### src/rtl/mole_pkg.sv
// Shared types and defaults for the whack-a-mole round sequencer.
package mole_pkg;

    typedef enum logic [1:0] {
        ST_IDLE = 2'd0,
        ST_GAP  = 2'd1,
        ST_SHOW = 2'd2,
        ST_DONE = 2'd3
    } state_t;

    localparam int N_MOLES     = 4;
    localparam int IDX_W       = 2;
    localparam int TIMER_W     = 16;
    localparam int SHOW_MS_DEF = 750;
    localparam int GAP_MS_DEF  = 250;
    localparam int ROUNDS_DEF  = 20;
    localparam int SCORE_W_DEF = 8;

    function automatic logic [N_MOLES-1:0] mole_onehot(input logic [IDX_W-1:0] idx);
        logic [N_MOLES-1:0] base;
        base = 4'b0001;
        mole_onehot = base << idx;
    endfunction

    // Never show the same mole twice in a row: bump to the next one on a repeat.
    function automatic logic [IDX_W-1:0] pick_mole(input logic [IDX_W-1:0] rnd,
                                                   input logic [IDX_W-1:0] prev);
        if (rnd == prev) begin
            pick_mole = rnd + 2'd1;
        end else begin
            pick_mole = rnd;
        end
    endfunction

endpackage

### src/rtl/mole_round_ctrl_if.sv
// Game-side signal bundle of the round sequencer; master drives stimulus, slave is the sequencer.
interface mole_round_ctrl_if #(
    parameter int SCORE_W = 8
);
    logic               tick_ms;
    logic               start;
    logic [3:0]         rand_in;
    logic [3:0]         button;
    logic [3:0]         mole_out;
    logic [SCORE_W-1:0] score;
    logic [7:0]         rounds_left;
    logic               hit_pulse;
    logic               miss_pulse;
    logic               game_over;
    logic               busy;

    modport master (
        output tick_ms, start, rand_in, button,
        input  mole_out, score, rounds_left, hit_pulse, miss_pulse, game_over, busy
    );

    modport slave (
        input  tick_ms, start, rand_in, button,
        output mole_out, score, rounds_left, hit_pulse, miss_pulse, game_over, busy
    );
endinterface

### src/rtl/btn_sync_edge.sv
// Two-flop synchronizer per button followed by a rising-edge detector.
module btn_sync_edge #(
    parameter int WIDTH = 4
) (
    input  logic             clk,
    input  logic             reset,
    input  logic [WIDTH-1:0] btn_raw,
    output logic [WIDTH-1:0] btn_edge
);

    logic [WIDTH-1:0] sync1_r;
    logic [WIDTH-1:0] sync2_r;
    logic [WIDTH-1:0] prev_r;

    // Synchronizer chain plus the one-cycle-delayed copy used for edge detection.
    always_ff @(posedge clk) begin
        if (reset) begin
            sync1_r <= {WIDTH{1'b0}};
            sync2_r <= {WIDTH{1'b0}};
            prev_r  <= {WIDTH{1'b0}};
        end else begin
            sync1_r <= btn_raw;
            sync2_r <= sync1_r;
            prev_r  <= sync2_r;
        end
    end

    assign btn_edge = sync2_r & ~prev_r;

endmodule

### src/rtl/mole_round_ctrl.sv
// Whack-a-mole round sequencer: picks a mole per round, times the window, judges presses, keeps score.
module mole_round_ctrl
    import mole_pkg::*;
#(
    parameter int SHOW_MS = SHOW_MS_DEF,
    parameter int GAP_MS  = GAP_MS_DEF,
    parameter int ROUNDS  = ROUNDS_DEF,
    parameter int SCORE_W = SCORE_W_DEF
) (
    input logic            clk,
    input logic            reset,
    mole_round_ctrl_if.slave bus
);

    localparam logic [TIMER_W-1:0] GAP_LAST  = TIMER_W'(GAP_MS - 1);
    localparam logic [TIMER_W-1:0] SHOW_LAST = TIMER_W'(SHOW_MS - 1);
    localparam logic [SCORE_W-1:0] SCORE_MAX = {SCORE_W{1'b1}};
    localparam logic [SCORE_W-1:0] SCORE_ONE = SCORE_W'(1);
    localparam logic [7:0]         ROUNDS_INIT = 8'(ROUNDS);

    state_t               state_r,      state_nxt_s;
    logic [TIMER_W-1:0]   timer_r,      timer_nxt_s;
    logic [SCORE_W-1:0]   score_r,      score_nxt_s;
    logic [7:0]           rounds_r,     rounds_nxt_s;
    logic [IDX_W-1:0]     prev_idx_r,   prev_idx_nxt_s;
    logic [N_MOLES-1:0]   mole_out_r,   mole_out_nxt_s;
    logic                 hit_r,        hit_nxt_s;
    logic                 miss_r,       miss_nxt_s;
    logic                 game_over_r,  game_over_nxt_s;
    logic                 busy_r,       busy_nxt_s;
    logic [N_MOLES-1:0]   btn_edge_s;
    logic [N_MOLES-1:0]   lit_mask_s;
    logic                 lit_edge_s;
    logic                 wrong_edge_s;

    btn_sync_edge #(
        .WIDTH (N_MOLES)
    ) u_btn_sync_edge (
        .clk      (clk),
        .reset    (reset),
        .btn_raw  (bus.button),
        .btn_edge (btn_edge_s)
    );

    assign lit_mask_s   = mole_onehot(prev_idx_r);
    assign lit_edge_s   = |(btn_edge_s & lit_mask_s);
    assign wrong_edge_s = |(btn_edge_s & ~lit_mask_s);

    // Next-state, counters and registered-output values.
    always_comb begin
        state_nxt_s    = state_r;
        timer_nxt_s    = timer_r;
        score_nxt_s    = score_r;
        rounds_nxt_s   = rounds_r;
        prev_idx_nxt_s = prev_idx_r;
        hit_nxt_s      = 1'b0;
        miss_nxt_s     = 1'b0;

        case (state_r)
            ST_IDLE, ST_DONE: begin
                if (bus.start) begin
                    state_nxt_s  = ST_GAP;
                    rounds_nxt_s = ROUNDS_INIT;
                    score_nxt_s  = {SCORE_W{1'b0}};
                    timer_nxt_s  = {TIMER_W{1'b0}};
                end else begin
                    state_nxt_s  = state_r;
                end
            end
            ST_GAP: begin
                if (bus.tick_ms) begin
                    if (timer_r == GAP_LAST) begin
                        timer_nxt_s = {TIMER_W{1'b0}};
                        if (rounds_r == 8'd0) begin
                            state_nxt_s = ST_DONE;
                        end else begin
                            prev_idx_nxt_s = pick_mole(bus.rand_in[1:0], prev_idx_r);
                            rounds_nxt_s   = rounds_r - 8'd1;
                            state_nxt_s    = ST_SHOW;
                        end
                    end else begin
                        timer_nxt_s = timer_r + 16'd1;
                    end
                end else begin
                    timer_nxt_s = timer_r;
                end
            end
            ST_SHOW: begin
                // A hit on the lit button outranks any wrong press or timeout in the same cycle.
                if (lit_edge_s) begin
                    hit_nxt_s   = 1'b1;
                    timer_nxt_s = {TIMER_W{1'b0}};
                    state_nxt_s = ST_GAP;
                    if (score_r != SCORE_MAX) begin
                        score_nxt_s = score_r + SCORE_ONE;
                    end else begin
                        score_nxt_s = score_r;
                    end
                end else begin
                    if (wrong_edge_s) begin
                        miss_nxt_s = 1'b1;
                        if (score_r != {SCORE_W{1'b0}}) begin
                            score_nxt_s = score_r - SCORE_ONE;
                        end else begin
                            score_nxt_s = score_r;
                        end
                    end else begin
                        score_nxt_s = score_r;
                    end
                    if (bus.tick_ms) begin
                        if (timer_r == SHOW_LAST) begin
                            miss_nxt_s  = 1'b1;
                            timer_nxt_s = {TIMER_W{1'b0}};
                            state_nxt_s = ST_GAP;
                        end else begin
                            timer_nxt_s = timer_r + 16'd1;
                        end
                    end else begin
                        timer_nxt_s = timer_r;
                    end
                end
            end
            default: begin
                state_nxt_s = ST_IDLE;
            end
        endcase

        mole_out_nxt_s  = (state_nxt_s == ST_SHOW) ? mole_onehot(prev_idx_nxt_s) : 4'b0000;
        game_over_nxt_s = (state_nxt_s == ST_DONE);
        busy_nxt_s      = (state_nxt_s == ST_GAP) || (state_nxt_s == ST_SHOW);
    end

    // State, counters and output registers; reset aborts any round silently.
    always_ff @(posedge clk) begin
        if (reset) begin
            state_r     <= ST_IDLE;
            timer_r     <= {TIMER_W{1'b0}};
            score_r     <= {SCORE_W{1'b0}};
            rounds_r    <= 8'd0;
            prev_idx_r  <= {IDX_W{1'b0}};
            mole_out_r  <= 4'b0000;
            hit_r       <= 1'b0;
            miss_r      <= 1'b0;
            game_over_r <= 1'b0;
            busy_r      <= 1'b0;
        end else begin
            state_r     <= state_nxt_s;
            timer_r     <= timer_nxt_s;
            score_r     <= score_nxt_s;
            rounds_r    <= rounds_nxt_s;
            prev_idx_r  <= prev_idx_nxt_s;
            mole_out_r  <= mole_out_nxt_s;
            hit_r       <= hit_nxt_s;
            miss_r      <= miss_nxt_s;
            game_over_r <= game_over_nxt_s;
            busy_r      <= busy_nxt_s;
        end
    end

    assign bus.mole_out    = mole_out_r;
    assign bus.score       = score_r;
    assign bus.rounds_left = rounds_r;
    assign bus.hit_pulse   = hit_r;
    assign bus.miss_pulse  = miss_r;
    assign bus.game_over   = game_over_r;
    assign bus.busy        = busy_r;

endmodule

### src/flat_wrapper.sv
// flat-port wrapper written by rule: the top's interface ports become plain ports
module mole_round_ctrl_flat import mole_pkg::*;
#(
    parameter int SHOW_MS = SHOW_MS_DEF,
    parameter int GAP_MS  = GAP_MS_DEF,
    parameter int ROUNDS  = ROUNDS_DEF,
    parameter int SCORE_W = SCORE_W_DEF
)
  (clk, reset, bus_tick_ms, bus_start, bus_rand_in, bus_button, bus_mole_out, bus_score, bus_rounds_left, bus_hit_pulse, bus_miss_pulse, bus_game_over, bus_busy);
  mole_round_ctrl_if #(.SCORE_W(SCORE_W)) bus_i ();
  input logic clk;
  input logic reset;
  input wire logic [$bits(bus_i.tick_ms)-1:0] bus_tick_ms;
  input wire logic [$bits(bus_i.start)-1:0] bus_start;
  input wire logic [$bits(bus_i.rand_in)-1:0] bus_rand_in;
  input wire logic [$bits(bus_i.button)-1:0] bus_button;
  output wire logic [$bits(bus_i.mole_out)-1:0] bus_mole_out;
  output wire logic [$bits(bus_i.score)-1:0] bus_score;
  output wire logic [$bits(bus_i.rounds_left)-1:0] bus_rounds_left;
  output wire logic [$bits(bus_i.hit_pulse)-1:0] bus_hit_pulse;
  output wire logic [$bits(bus_i.miss_pulse)-1:0] bus_miss_pulse;
  output wire logic [$bits(bus_i.game_over)-1:0] bus_game_over;
  output wire logic [$bits(bus_i.busy)-1:0] bus_busy;
  assign bus_i.tick_ms = bus_tick_ms;
  assign bus_i.start = bus_start;
  assign bus_i.rand_in = bus_rand_in;
  assign bus_i.button = bus_button;
  assign bus_mole_out = bus_i.mole_out;
  assign bus_score = bus_i.score;
  assign bus_rounds_left = bus_i.rounds_left;
  assign bus_hit_pulse = bus_i.hit_pulse;
  assign bus_miss_pulse = bus_i.miss_pulse;
  assign bus_game_over = bus_i.game_over;
  assign bus_busy = bus_i.busy;
  mole_round_ctrl #(.SHOW_MS(SHOW_MS), .GAP_MS(GAP_MS), .ROUNDS(ROUNDS), .SCORE_W(SCORE_W)) u_core (.clk(clk), .reset(reset), .bus(bus_i));
endmodule
### config.mk
export PLATFORM = sky130hd
export DESIGN_NAME = mole_round_ctrl_flat
export DESIGN_NICKNAME = d
export VERILOG_FILES = /design/src/rtl/mole_pkg.sv /design/src/rtl/mole_round_ctrl_if.sv /design/src/rtl/btn_sync_edge.sv /design/src/rtl/mole_round_ctrl.sv /design/src/flat_wrapper.sv
export SDC_FILE = /design/constraint.sdc
export NUM_CORES = 1
export LEC_CHECK = 0
export ABC_AREA = 0
export BUFFER_PORTS_ARGS = -buffer_cell sky130_fd_sc_hd__buf_4
export CORE_MARGIN = 2
export CORE_UTILIZATION = 55
export DETAILED_ROUTE_END_ITERATION = 8
export MAX_ROUTING_LAYER = met4
export PLACE_DENSITY = 0.76
export SETUP_SLACK_MARGIN = 0.1
export SLEW_MARGIN = 20
export SYNTH_ARGS = -nofsm -noshare
export SYNTH_HDL_FRONTEND = slang
export SYNTH_SLANG_ARGS = --single-unit
### constraint.sdc
create_clock -name clk -period 4.5 [get_ports clk]
set_clock_uncertainty 0.15 [all_clocks]
set_input_delay 0.225 -clock clk [delete_from_list [all_inputs] [get_ports clk]]
set_output_delay 0.225 -clock clk [all_outputs]
set_load 0.1 [all_outputs]
==> Word-level counts from Yosys, hierarchy flattened <==
Index checks and enable logic that the tools add are counted.
{ "totals": {"out_inout_bits": 24, "in_bits": 12, "word_cells": 95, "regBits": 56} }
{ "op_classes": {"muxes": 35, "shift": 2, "n_reduce_logical": 15, "n_eq_ne": 18, "add_sub_neg": 5, "bitwise": 7} }
{ "op_table": {"columns": ["operator", "count"], "rows": [
  ["two-way mux 16 bit", 6],
  ["two-way mux 8 bit", 9],
  ["case mux 16 bit (3 select lines)", 1],
  ["case mux 8 bit (2 select lines)", 2],
  ["two-way mux 2 bit", 11],
  ["adder 16 x 1 -> 16 bit (second input constant)", 1],
  ["equality test 16 x 10 -> 1 bit (second input constant)", 1],
  ["equality test 16 x 8 -> 1 bit (second input constant)", 1],
  ["subtractor 8 x 1 -> 8 bit (second input constant)", 2],
  ["bitwise AND 4 bit", 3],
  ["AND reduction 5 bit", 2],
  ["adder 8 x 1 -> 8 bit (second input constant)", 1],
  ["equality test 2 bit (second input constant)", 4],
  ["zero test 8 bit", 1],
  ["!= test 8 bit (second input constant)", 1],
  ["NOT 4 bit", 2],
  ["nonzero test 8 bit", 1],
  ["OR reduction 4 bit", 2],
  ["<< shifter 1 x 2 -> 4 bit (first input constant)", 2],
  ["!= test 2 bit (second input constant)", 3],
  ["!= test 3 x 1 -> 1 bit (second input constant)", 2],
  ["case mux 2 bit (3 select lines)", 1],
  ["OR reduction 2 bit", 3],
  ["OR reduction 6 bit", 1],
  ["other kinds (12)", 19]
]} }

==> Logic depth before layout (Yosys ltp) <==
{ "depth": {"word_depth": 9, "mapped_depth": 11, "ltp_nobuf": 10} }

==> Hierarchy <==
From an unflattened synthesis, not the netlist that was laid out.
{ "unflattened": {"cells_unflattened": 376, "hier_area_um2": 3104.2} }
{ "modules_own_cells": {"columns": ["mod", "seq_area_each_um2", "cells_per_inst", "n_inst", "area_per_inst_um2"], "rows": [
  ["mole_round_ctrl", 880.8, 347, 1, 2712.6],
  ["btn_sync_edge", 240.2, 29, 1, 391.6]
]} }

==> Worst setup path after synthesis <==
OpenSTA, ideal clock, no wires.
{ "synth_path": {"kind": "register to register", "from": "register u_core.prev_idx_r[0]", "to": "register u_core.score_r[6], in the netlist u_core.bus.score[6]", "setup_time_ns": 0.130, "slack_ns": 1.587, "t_required_ns": 4.220, "stages_incl_launch_ff": 12, "arrival_ns": 2.633, "period_less_slack_ns": 2.913, "n_path_buf": 2, "path_cell_list": "dfxtp_1 -> buf_6 -> mux4_2 -> clkbuf_1 -> xnor2_1 -> ha_1 -> or3_1 -> a21oi_1 -> nor3b_1 -> a311oi_1 -> xor2_1 -> o32ai_1"} }
{ "synth_via": {"elab_chain_len": 6, "elab_cells_between_ends": 12, "cone_classes": "eq/ne: 3; shift: 1; mux: 2; bitwise: 3; reduce/logical: 3"} }
{ "synth_lines": {"columns": ["item", "line_no", "source"], "rows": [
  ["start: declaration", "mole_round_ctrl.sv:25", "logic [IDX_W-1:0] prev_idx_r, prev_idx_nxt_s;"],
  ["start signal: assignment", "mole_round_ctrl.sv:140", "prev_idx_r <= {IDX_W{1'b0}};"],
  ["start signal: assignment", "mole_round_ctrl.sv:151", "prev_idx_r <= prev_idx_nxt_s;"],
  ["<< shifter 1 x 2 -> 4 bit *", "mole_pkg.sv:22", "mole_onehot = base << idx;"],
  ["NOT 4 bit", "mole_round_ctrl.sv:47", "assign wrong_edge_s = |(btn_edge_s & ~lit_mask_s);"],
  ["bitwise AND 4 bit", "mole_round_ctrl.sv:47", null],
  ["OR reduction 4 bit", "mole_round_ctrl.sv:47", null],
  ["!= test 3 x 1 -> 1 bit (no line)", null, null],
  ["AND reduction 5 bit (no line)", null, null],
  ["end signal: assignment", "mole_round_ctrl.sv:138", "score_r <= {SCORE_W{1'b0}};"],
  ["end signal: assignment", "mole_round_ctrl.sv:149", "score_r <= score_nxt_s;"],
  ["end: declaration", "mole_round_ctrl.sv:23", "logic [SCORE_W-1:0] score_r, score_nxt_s;"]
]} }
Mark *: on every way between the ends. The rest lies on a longest branch, timed or not.
A chain may end at the register's enable or synchronous reset.

==> Worst setup path after layout <==
Ends and elaborated chain as after synthesis.

==> impl_metrics.json <==
{
  "totalWireLength_um": 6170,
  "avgSynthCellArea_um2": 8.21,
  "start_util_pct": 56.2,
  "final_util_pct": 64.0,
  "ant_nets": 0,
  "worstSetupEndpointType": "flip-flop",
  "synth_edf_count": 0,
  "cts_resized": 0,
  "die_h_um": 78.3,
  "intPower_mw": 0.758,
  "routedWlPerCell_um": 13.2,
  "maxCapViolCount": 0,
  "setup.worst_path.start_class": "flip-flop",
  "nets": 417,
  "cts_made_buffers": 5,
  "ys.flop_type": "dfxtp_1",
  "ys_ff_latch": 56,
  "ctsHtreeMaxLevel": 2,
  "dp_slack_ns": 1.28,
  "holdCritPathClass": "in -> reg",
  "switching_share_pct": 32.9,
  "met2_usage_pct": 34.6,
  "drc": 0,
  "track_usage_pct": 21.4,
  "grt_max_degree": 36,
  "vias": 2620,
  "cp_cell_sequence": "mux4_2 > xnor2_1 > ha_1 > or3_1 > a21oi_1 > nor3b_1 > a311oi_1 > xor2_1 > o32ai_1",
  "syn_nets": 394,
  "syn_to_final_growth_pct": 13.9,
  "grt_use_met3_pct": 3.79,
  "hpwl_um": 4290,
  "fin_ws_ns": 1.27,
  "ios": 36,
  "worst_pin_slew_ns": 0.920,
  "fmax_mhz": 310,
  "grt_pass1_vias": 2343,
  "multi_input_area_mm2": 0.00178,
  "cp_slowest_stage_delay_ns": 0.75,
  "ys_types": 55,
  "seq_power_share_pct": 47.1,
  "dr.pass1.iters": 4,
  "setup_viol": 0,
  "met1_usage_pct": 27.6,
  "status": "finished clean",
  "clk_latency_ns": 0.31,
  "syn_area_mm2": 0.00304,
  "syn_inst": 370,
  "cts_tree": "built",
  "crit_buf_inv": 0,
  "place.gp.congestion": 0.838,
  "core_area_mm2": 0.00541,
  "chipWidth_um": 78.3,
  "clkSinkCount": 56,
  "root_buffer": "clkbuf_8",
  "peakVddDrop_mv": 0.297,
  "grt-ovfl-total": 0,
  "mostFrequentLayoutCell": "dfxtp_1",
  "via_per_inst": 5.62,
  "slowest_stage": "mux4_2",
  "min_period_ns": 3.23,
  "layout_common_cells": "dfxtp_1 (56), nor2_1 (52), buf_4 (33)",
  "clk_pin_slew_ns": 0.11,
  "cts_setup_buffers": 0,
  "rsz0062_at_grt": "no",
  "worstPathArrival_ns": 3.26,
  "cp_data_required_time_ns": 4.53,
  "yosysWarnings": 0,
  "regArea_mm2": 0.00112,
  "synthArstFlopShare_pct": 0,
  "drtIter0Drc": 115,
  "slew_viol_final": 0,
  "leakage_nw": 1.32,
  "critPathMaxFanout": 16,
  "antenna_found_initial": 0,
  "grt_first_pass_wirelength_um": 10500,
  "power.density_mw_per_mm2": 326,
  "crit_family": "multiplexers",
  "busiest_layer": "met2",
  "drive_gt1_share_pct": 12.4,
  "power_frac_comb_pct": 22.2,
  "final-hold-violation-count": 0,
  "worstSetupPathType": "reg -> reg",
  "fin_setup_tns_ns": 0,
  "row_count": 27,
  "synth-seq-area-share_pct": 36.9,
  "port_buffers": 33,
  "period_share_pct": 71.7,
  "clockPowerShare_pct": 30.7,
  "max_slew_margin_pct": 38.3,
  "fill_cells": 478,
  "diodes": 0,
  "p_switching_mw": 0.371,
  "dieArea_mm2": 0.00613,
  "cts_buffer_depth": 2
}
## cell type report
class,instances,share of cell area (%)
multi-input cells,277,51.4
clock buffers,5,1.99
clock inverters,3,1.45
well taps,72,2.60
flip-flops and latches,56,32.4
inverters,16,1.88
repair buffers,37,8.32
## path summary, 6_finish.rpt
path | startpoint | to | slack [ns] | cells past startpoint
worst max-delay path | u_core.prev_idx_r[0] | u_core.bus.score[6] | 1.27 | 9
worst min-delay path | bus_tick_ms | u_core.timer_r[1] | 0.03 | 3
worst max register to register | u_core.prev_idx_r[0] | u_core.bus.score[6] | 1.27 | 9
worst min register to register | u_core.u_btn_sync_edge.sync1_r[0] | u_core.u_btn_sync_edge.sync2_r[0] | 0.30 | 1
## flip-flops by register name, summed over array words and instances, names as in the netlist, 4 cells and up
register                        cells
u_core.timer_r                     16
u_core.u_btn_sync_edge.sync1_r      4
u_core.bus.score                    8
u_core.bus.rounds_left              8
u_core.u_btn_sync_edge.prev_r       4
u_core.bus.mole_out                 4
u_core.u_btn_sync_edge.sync2_r      4
## cells in the mapped netlist, drive strengths merged, types with 5 or more instances
library cell | count | area [um^2]
dfxtp | 56 | 1120
nor2 | 52 | 195
nand2 | 30 | 120
a21oi | 21 | 105
nor2b | 20 | 125
xor2 | 18 | 158
clkbuf | 17 | 63.8
nand3 | 17 | 85.1
inv | 14 | 52.6
ha | 12 | 150
nand4 | 12 | 75.1
and3 | 6 | 37.5
mux2i | 6 | 60.1
nor3 | 6 | 30.0
o21ai | 6 | 30.0
xnor2 | 6 | 52.6
nand4b | 5 | 43.8
nor3b | 5 | 37.5
nor4 | 5 | 31.3
## routing by layer
layer	vias up	wire (um)	share of wire, %
li1	1338	-	-
met1	1230	3040	49
met2	48	2810	46
met3	4	260	4.2
met4	0	59	0.96
met5	-	0	0
## logic make-up (layout without fill, tap and decap cells)
family | after synthesis | after routing | share of synthesized area, %
compound gates | 58 | 58 | 13.3
flops | 56 | 56 | 36.9
xor+xnor | 24 | 24 | 6.92
buf+inv | 37 | 61 | 5.11
mux | 8 | 8 | 3.09
simple gates | 175 | 175 | 29.7
fa+ha+maj | 12 | 12 | 4.94
## power by group through the flow
| stage | sequential, mW | combinational [mW] | clock (mW) |
|---|---|---|---|
| final | 0.531 | 0.251 | 0.346 |
| after detailed placement | 0.542 | 0.246 | 0 |
| after global placement | 0.542 | 0.242 | 0 |
| after CTS | 0.532 | 0.250 | 0.356 |
| after global routing | 0.535 | 0.272 | 0.374 |
| after floorplan | 0.627 | 0.111 | 0 |
## through the flow
stage	power, mW	cell area, um^2	hold slack (ns)	std cells
6_report	1.13	3460	0.0324	466
5_1_grt	1.18	3460	0.0372	466
4_1_cts	1.14	3450	0.0276	466
3_5_place_dp	0.789	3290	0.275	454
3_3_place_gp	0.784	3290	0.269	454
2_1_floorplan	0.738	3040	0.203	370
## worst min-delay path, cell delays in order
cell	delay, ns
buf_4	0.12
nand3_1	0.07
o31ai_1	0.06
## what timing repair did
| item | CTS | global route |
|---|---|---|
| hold buffers | 4 | 0 |
| setup endpoints to repair | 0 | 0 |
| hold endpoints to repair | 4 | 0 |
No activity file was read; power rests on OpenSTA's default activity.
